**config.mk**
```make
export PLATFORM = sky130hd
export DESIGN_NAME = alu_operand_sequencer
export DESIGN_NICKNAME = d
export VERILOG_FILES = /design/src/rtl/alu_operand_sequencer.sv
export SDC_FILE = /design/constraint.sdc
export NUM_CORES = 1
export LEC_CHECK = 0
export BUFFER_PORTS_ARGS = -buffer_cell sky130_fd_sc_hd__buf_2
export CORE_MARGIN = 2
export CORE_UTILIZATION = 25
export DETAILED_ROUTE_END_ITERATION = 10
export PLACE_DENSITY = 0.41
export SLEW_MARGIN = 20
export SYNTH_ARGS = -nofsm -noshare
export SYNTH_HDL_FRONTEND = slang
export SYNTH_SLANG_ARGS = --single-unit
```
**constraint.sdc**
```tcl
create_clock -name clk -period 1.8 [get_ports clk]
set_input_delay 0.09 -clock clk [delete_from_list [all_inputs] [get_ports clk]]
set_output_delay 0.09 -clock clk [all_outputs]
set_load 0.005 [all_outputs]
```
**src/rtl/alu_operand_sequencer.sv**
```systemverilog
// Operand fetch / writeback stage wrapped around a combinational ALU.
// Owns the register file and runs one instruction at a time (IDLE -> EXEC -> WB).
module alu_operand_sequencer #(
  parameter int unsigned DATA_W = 8,
  parameter int unsigned OP_W   = 4,
  parameter int unsigned NREG   = 8,
  localparam int unsigned AW      = $clog2(NREG),
  localparam int unsigned INSTR_W = OP_W + 3 * AW
) (
  input  logic               clk,
  input  logic               rst,
  input  logic               in_valid,
  output logic               in_ready,
  input  logic [INSTR_W-1:0] in_instr,
  output logic [OP_W-1:0]    alu_op,
  output logic [DATA_W-1:0]  alu_a,
  output logic [DATA_W-1:0]  alu_b,
  input  logic [DATA_W-1:0]  alu_f,
  output logic               res_valid,
  output logic [AW-1:0]      res_rd,
  output logic [DATA_W-1:0]  res_data,
  input  logic               ld_en,
  input  logic [AW-1:0]      ld_addr,
  input  logic [DATA_W-1:0]  ld_data,
  input  logic [AW-1:0]      dbg_addr,
  output logic [DATA_W-1:0]  dbg_data
);

  typedef enum logic [1:0] {
    S_IDLE = 2'd0,
    S_EXEC = 2'd1,
    S_WB   = 2'd2
  } state_t;

  state_t              r_state;
  state_t              w_state_nxt;
  logic                w_accept;
  logic                w_capture;
  logic                w_wb;

  logic [DATA_W-1:0]   r_regs [NREG];
  logic [AW-1:0]       r_rd;

  logic [OP_W-1:0]     w_op;
  logic [AW-1:0]       w_rd;
  logic [AW-1:0]       w_rs1;
  logic [AW-1:0]       w_rs2;

  assign w_op  = in_instr[INSTR_W-1 -: OP_W];
  assign w_rd  = in_instr[3*AW-1 -: AW];
  assign w_rs1 = in_instr[2*AW-1 -: AW];
  assign w_rs2 = in_instr[AW-1:0];

  assign in_ready = (r_state == S_IDLE) && !rst;
  assign dbg_data = r_regs[dbg_addr];

  always_ff @(posedge clk) begin
    if (rst) r_state <= S_IDLE;
    else     r_state <= w_state_nxt;
  end

  always_comb begin
    w_state_nxt = r_state;
    w_accept    = 1'b0;
    w_capture   = 1'b0;
    w_wb        = 1'b0;
    case (r_state)
      S_IDLE: begin
        if (in_valid) begin
          w_accept    = 1'b1;
          w_state_nxt = S_EXEC;
        end
      end
      S_EXEC: begin
        w_capture   = 1'b1;
        w_state_nxt = S_WB;
      end
      S_WB: begin
        w_wb        = 1'b1;
        w_state_nxt = S_IDLE;
      end
      default: w_state_nxt = S_IDLE;
    endcase
  end

  // res_data doubles as the captured ALU result that WB commits to the regfile.
  always_ff @(posedge clk) begin
    if (rst) begin
      alu_op    <= '0;
      alu_a     <= '0;
      alu_b     <= '0;
      res_valid <= 1'b0;
      res_rd    <= '0;
      res_data  <= '0;
      r_rd      <= '0;
      for (int i = 0; i < int'(NREG); i++) r_regs[i] <= '0;
    end else begin
      res_valid <= 1'b0;
      if (w_accept) begin
        alu_op <= w_op;
        alu_a  <= r_regs[w_rs1];
        alu_b  <= r_regs[w_rs2];
        r_rd   <= w_rd;
      end
      if (w_capture) begin
        res_valid <= 1'b1;
        res_rd    <= r_rd;
        res_data  <= alu_f;
      end
      // Writeback is ordered after the load so it wins on an address clash.
      if (ld_en) r_regs[ld_addr] <= ld_data;
      if (w_wb)  r_regs[res_rd]  <= res_data;
    end
  end

endmodule

```
==> out/results.tsv, run 1 <==
metric	value	unit
worstSetupStartpointType	flop	
layout_common_cells	mux2i_1, buf_2, and3_1, edfxtp_1, a31o_2	
p_leak	3.37	nW
peakVddDrop	0.435	mV
critical_path.max_fanout	2	
route.detailed.wl_per_inst	22.3	um
power	5.76	mW
powerDensity	753	mW/mm^2
period_needed	1.88	ns
die_h	159	um
ys_warn_count	0	
fin_cells	951	
grt_pass1_wl	32100	um
cp.arrival	1.79	ns
synth_cell_types	36	
ys_ff_latch	101	
clock_latency	0.36	ns
dp_hpwl	15400	um
final_nets	666	
min_path_type	in -> reg	
rsz0062_at_grt	yes	
max_slew.worst_pin.slew	0.608	ns
worstPathCellList	mux4_2 -> mux2_4 -> buf_6	
grt_usage	0.168	
drt-total-wl	21200	um
maxCapViolCount	0	
cp.required	1.71	ns
clockBufferDepth	2	
cts_max_level	3	
crit_type	reg -> out	
syn_area	0.00600	mm^2
drt_iter0_markers	381	
whs_path_depth	3	
dp.cells	898	
ff_latch_area	0.00266	mm^2
syn_inst	517	
grt_max_degree	41	
final_antenna_net_count	0	
skew	0.00900	ns
violations	setup timing	
numCtsBuffers	9	
critical_path_cell_count	3	
clkTransAtPathRegs	0.08	ns
cts-root-buf	clkbuf_16	
drtPass1Iterations	5	
die_w	159	um
io_pins	80	
drc	0	
antenna_found_initial	0	
fillers	2440	
yosysSeqAreaShare	0.444	
pre_cts_ws	0.108	ns
gp_congestion	0.775	
initial_utilization	0.255	
timing.fmax	532	MHz
status	finished with violations	
fin_crit_sh	1.04	
cts_tree	yes	
diodes	0	
cp-end-kind	primary output	
final_hold_viol_count	0	
grt_pass1_vias	5007	
die_area	0.0253	mm^2
syn2layout_area_growth	27.5	%
worst_slack	-0.0796	ns
core	0.0235	mm^2
crit_path_max_incr_delay	0.53	ns
slowest_stage	mux4_2	
critical_path.top_delay_family	multiplexers	
multi_input_area	0.00309	mm^2
grt-ovfl-total	0	
syn_area_per_cell	11.6	um^2
cp.buffers_inverters	1	
syn_nets	556	
slew_headroom	0.594	
rr_worst_depth	4	
rows	56	
drive_gt1_frac	0.399	
clkSinkCount	101	
setup_viol	8	
portBuffers	79	
drv_slew	0	
vias	5039	
viasPerCell	5.30	
[layout make-up]
cell class,count,area share
Sequential cell,101,0.348
Clock buffer,12,0.0378
Clock inverter,4,0.00523
Multi-Input combinational cell,362,0.404
Tap cell,319,0.0522
Inverter,1,0.000491
Timing Repair Buffer,152,0.153
[cell families (layout without fill, tap and decap cells)]
group                  count (synthesis)  after routing  synth area share
buffers and inverters                 54            169            0.0431
and+or+nand+nor                      136            136             0.134
DFF                                  101            101             0.444
muxes                                 95             95             0.198
AOI/OAI and AO/OA                    131            131             0.181
[stage by stage]
step	cell area, um^2	util	TNS [ns]	hold slack (ns)
final	7650	0.325	-0.419	0.102
after global routing	7650	0.325	-0.617	0.107
after CTS	7610	0.323	-0.374	0.0974
after detailed placement	6950	0.295	0	0.333
after global placement	6950	0.295	0	0.325
after floorplan	6000	-	0	0.226
[routing by layer]
metal,track usage,vias up,wire [um]
met5,0,-,0
met2,0.249,222,8930
li1,-,2273,-
met1,0.242,2517,10400
met3,0.0349,27,1310
met4,0.0603,0,603
[registers in the layout, summed over array words and instances, names as in the netlist]
register,count
alu_a,8
alu_b,8
alu_op,4
r_rd,3
r_regs,64
r_state,2
res_data,8
res_rd,3
res_valid,1
[path summary, 6_finish.rpt]
kind,from,to,slack (ns)
setup / recovery,r_regs[0][1],dbg_data[1],-0.08
hold / removal,rst,r_rd[2],0.10
setup reg to reg,res_rd[2],r_regs[1][7],0.09
hold reg to reg,r_rd[2],res_rd[2],0.46
[tightest hold or removal path: cells and delay by family]
kind / cells / cell delay (ns)
AND/OR/NAND/NOR: 1 / 0.04
buffers and inverters: 2 / 0.28
[power breakdown]
| group | leakage [nW] | internal (mW) | switching, mW | total (mW) |
|---|---|---|---|---|
| clock | 0.163 | 1.17 | 0.959 | 2.13 |
| sequential | 0.969 | 2.58 | 0.139 | 2.72 |
| combinational | 2.23 | 0.455 | 0.453 | 0.907 |
[repair_timing]
action,in CTS,in global routing
endpoints found under the setup margin,8,48
gates cloned,0,0
hold buffers,15,0
endpoints found under the hold margin,15,0
buffers inserted,18,4
gates resized for setup,22,6
[synthesized netlist by cell type]
| master | count | area [um^2] |
|---|---|---|
| nand2_2 | 4 | 25.0 |
| a31o_1 | 3 | 26.3 |
| nand3b_1 | 1 | 7.51 |
| or4b_1 | 1 | 10.0 |
| clkinv_1 | 1 | 3.75 |
| and2_1 | 3 | 18.8 |
| nor3_4 | 1 | 16.3 |
| mux2i_1 | 71 | 711 |
| nor3_2 | 1 | 10.0 |
| buf_2 | 11 | 55.1 |
| and3_1 | 64 | 400 |
| a32o_1 | 16 | 160 |
| buf_6 | 4 | 45.0 |
| nand2b_1 | 3 | 18.8 |
| nor3b_1 | 1 | 7.51 |
| nor2b_1 | 7 | 43.8 |
| mux4_1 | 8 | 210 |
| a21oi_1 | 11 | 55.1 |
| a211o_1 | 8 | 70.1 |
| edfxtp_1 | 64 | 1920 |
| a22oi_1 | 32 | 240 |
| or3b_1 | 1 | 8.76 |
| mux2_2 | 8 | 90.1 |
| buf_4 | 3 | 22.5 |
| nor2_4 | 3 | 33.8 |
| a31o_2 | 61 | 534 |
| dfxtp_1 | 37 | 741 |
| nor2_1 | 16 | 60.1 |
| nand2_1 | 27 | 101 |
| and4bb_1 | 1 | 12.5 |
| nor3_1 | 1 | 5.00 |
| nor4b_4 | 1 | 23.8 |
| clkbuf_2 | 1 | 5.00 |
| clkbuf_1 | 20 | 75.1 |
| mux4_2 | 8 | 180 |
| buf_1 | 14 | 52.6 |
Note: power is estimated with default switching activity, not from simulation.
==> inputs of run 2 (changes only) <==
clock period = 2.15 ns   (was 1.8 ns; I/O delays follow)
==> run 2 against run 1 <==
  * The run now ends clean
  * Clock skew up 0.0046 ns
  * Sequential cell count unchanged
  * Via count fell by 3.3%
  * First-iteration DRC count is 10% lower
  * Count of clock-buffer cells in the layout grew 1
  * Critical endpoint is now dbg_data[7]
  * Largest power group unchanged
==> out/results.tsv, run 2 (synthesis results as in run 1) <==
metric	value	unit	change
die_area	0.0253	mm^2	unchanged
peakVddDrop	0.308	mV	-29%
dpl_cell_area	0.00679	mm^2	-2.2%
seqPwrFrac	0.487		+0.015
dp_hpwl	15400	um	-0.26%
cts-root-buf	clkbuf_16		
p_sw	1.25	mW	-19%
period_needed	1.99	ns	
core	0.0235	mm^2	unchanged
finish.utilization	0.308		-0.0170
fillers	2445		+0.20%
design_area	0.00725	mm^2	-5.2%
clkPwrFrac	0.371		about the same
grt_pass1_wl	31400	um	-2.3%
fin_cells	920		-3.3%
io_pins	80		unchanged
rows	56		unchanged
grt_usage	0.165		-0.00285
max_slew.worst_pin.slew	0.638	ns	+0.0302 ns
power	4.69	mW	-19%
vias	4871		-3.3%
cts-resized-gates	0		-100%
min_from	in_instr[6]		
initial_utilization	0.255		unchanged
clkTransAtPathRegs	0.08	ns	about the same
fin_crit_sh	0.925		
hold_buffers	14		-1
min_path_type	in -> reg		
setup.worst_path.start	r_regs[5][7]		
top_register	r_regs		
p_leak	3.17	nW	-5.7%
r2r_start	res_rd[1]		
gp_congestion	0.805		+3.8%
cts_max_level	3		unchanged
grt_max_degree	41		unchanged
portBuffers	79		unchanged
switching_share	0.268		-0.00159
viasPerCell	5.29		about the same
skew	0.0135	ns	+0.00455 ns
antenna_found_initial	1		+1
die_h	159	um	unchanged
critical_path.max_fanout	3		+1
worstSetupStartpointType	flop		
crit_type	reg -> out		
cp-end-kind	primary output		
die_w	159	um	unchanged
drt-total-wl	21200	um	-0.16%
drive_gt1_frac	0.347		-0.0521
clockBufferDepth	2		unchanged
rsz0062_at_grt	no		
final_common_cell	buf_2		
finalHoldWorstSlack	0.00739	ns	-0.0943 ns
drv_slew	0		unchanged
final_antenna_net_count	0		unchanged
internal-power	3.43	mW	-18%
syn2layout_area_growth	20.8	%	
setup_viol	0		-8
powerDensity	646	mW/mm^2	-14%
r2r_slack	0.25	ns	+0.16 ns
final_nets	634		-4.8%
drc	0		unchanged
cp.required	2.04	ns	+0.33 ns
numCtsBuffers	9		unchanged
grt-ovfl-total	0		unchanged
pwr-share-comb	0.142		-0.016
largest_reg_flops	64		unchanged
worst_slack	0.160	ns	+0.240 ns
layout_common_cells	buf_2, mux2i_1, and3_1, edfxtp_1, a31o_2		
clock_latency	0.36	ns	about the same
final_hold_viol_count	0		unchanged
grt_pass1_vias	4809		-4.0%
status	complete, no violations		
pre_cts_ws	0.314	ns	+0.206 ns
route.detailed.wl_per_inst	23.0	um	+3.2%
dp.cells	889		-1.0%
cp.arrival	1.88	ns	+0.09 ns
fin_setup_tns	0	ns	+0.419 ns
timing.fmax	503	MHz	
post-cts-setup-buffers	0		-18
slew_headroom	0.572		-0.0222
maxCapViolCount	0		unchanged
clkSinkCount	101		unchanged
drt_iter0_markers	341		-10%
cts_tree	yes		
drtPass1Iterations	5		unchanged
run 2: final timing paths:
kind | end | cells after the start
setup reg to reg | r_regs[3][5] | 3
hold / removal | r_rd[0] | 3
hold reg to reg | res_rd[2] | 2
setup / recovery | dbg_data[7] | 3
run 2: metal layers:
metal / wire length (um) / global-route usage / vias to the layer above
met1: 10300 / 0.244 / 2416
met5: 0 / 0 / -
met2: 8980 / 0.243 / 229
li1: - / - / 2204
met4: 416 / 0.0446 / 0
met3: 1480 / 0.0362 / 22
run 2: critical path, stage by stage (launching register included):
cell	delay, ns
edfxtp_1	0.48
mux4_1	0.62
mux2_2	0.30
buf_2	0.13
run 2: area by class of cell:
cell class | instances | area, um^2 | share of cell area
Clock buffer | 13 | 293 | 0.0404
Timing Repair Buffer | 120 | 788 | 0.109
Clock inverter | 3 | 22.5 | 0.00311
Sequential cell | 101 | 2660 | 0.367
Antenna cell | 1 | 2.50 | 0.000345
Multi-Input combinational cell | 362 | 3080 | 0.425
Tap cell | 319 | 399 | 0.0550
Inverter | 1 | 3.75 | 0.000518
run 2: power groups by stage:
stage               clock network [mW]  logic (mW)  registers (mW)
global route                      1.82       0.713            2.29
detailed placement                   0       0.643            2.32
finish                            1.74       0.665            2.28
global placement                     0       0.641            2.31
CTS                               1.76       0.665            2.28
floorplan                            0       0.395            2.26
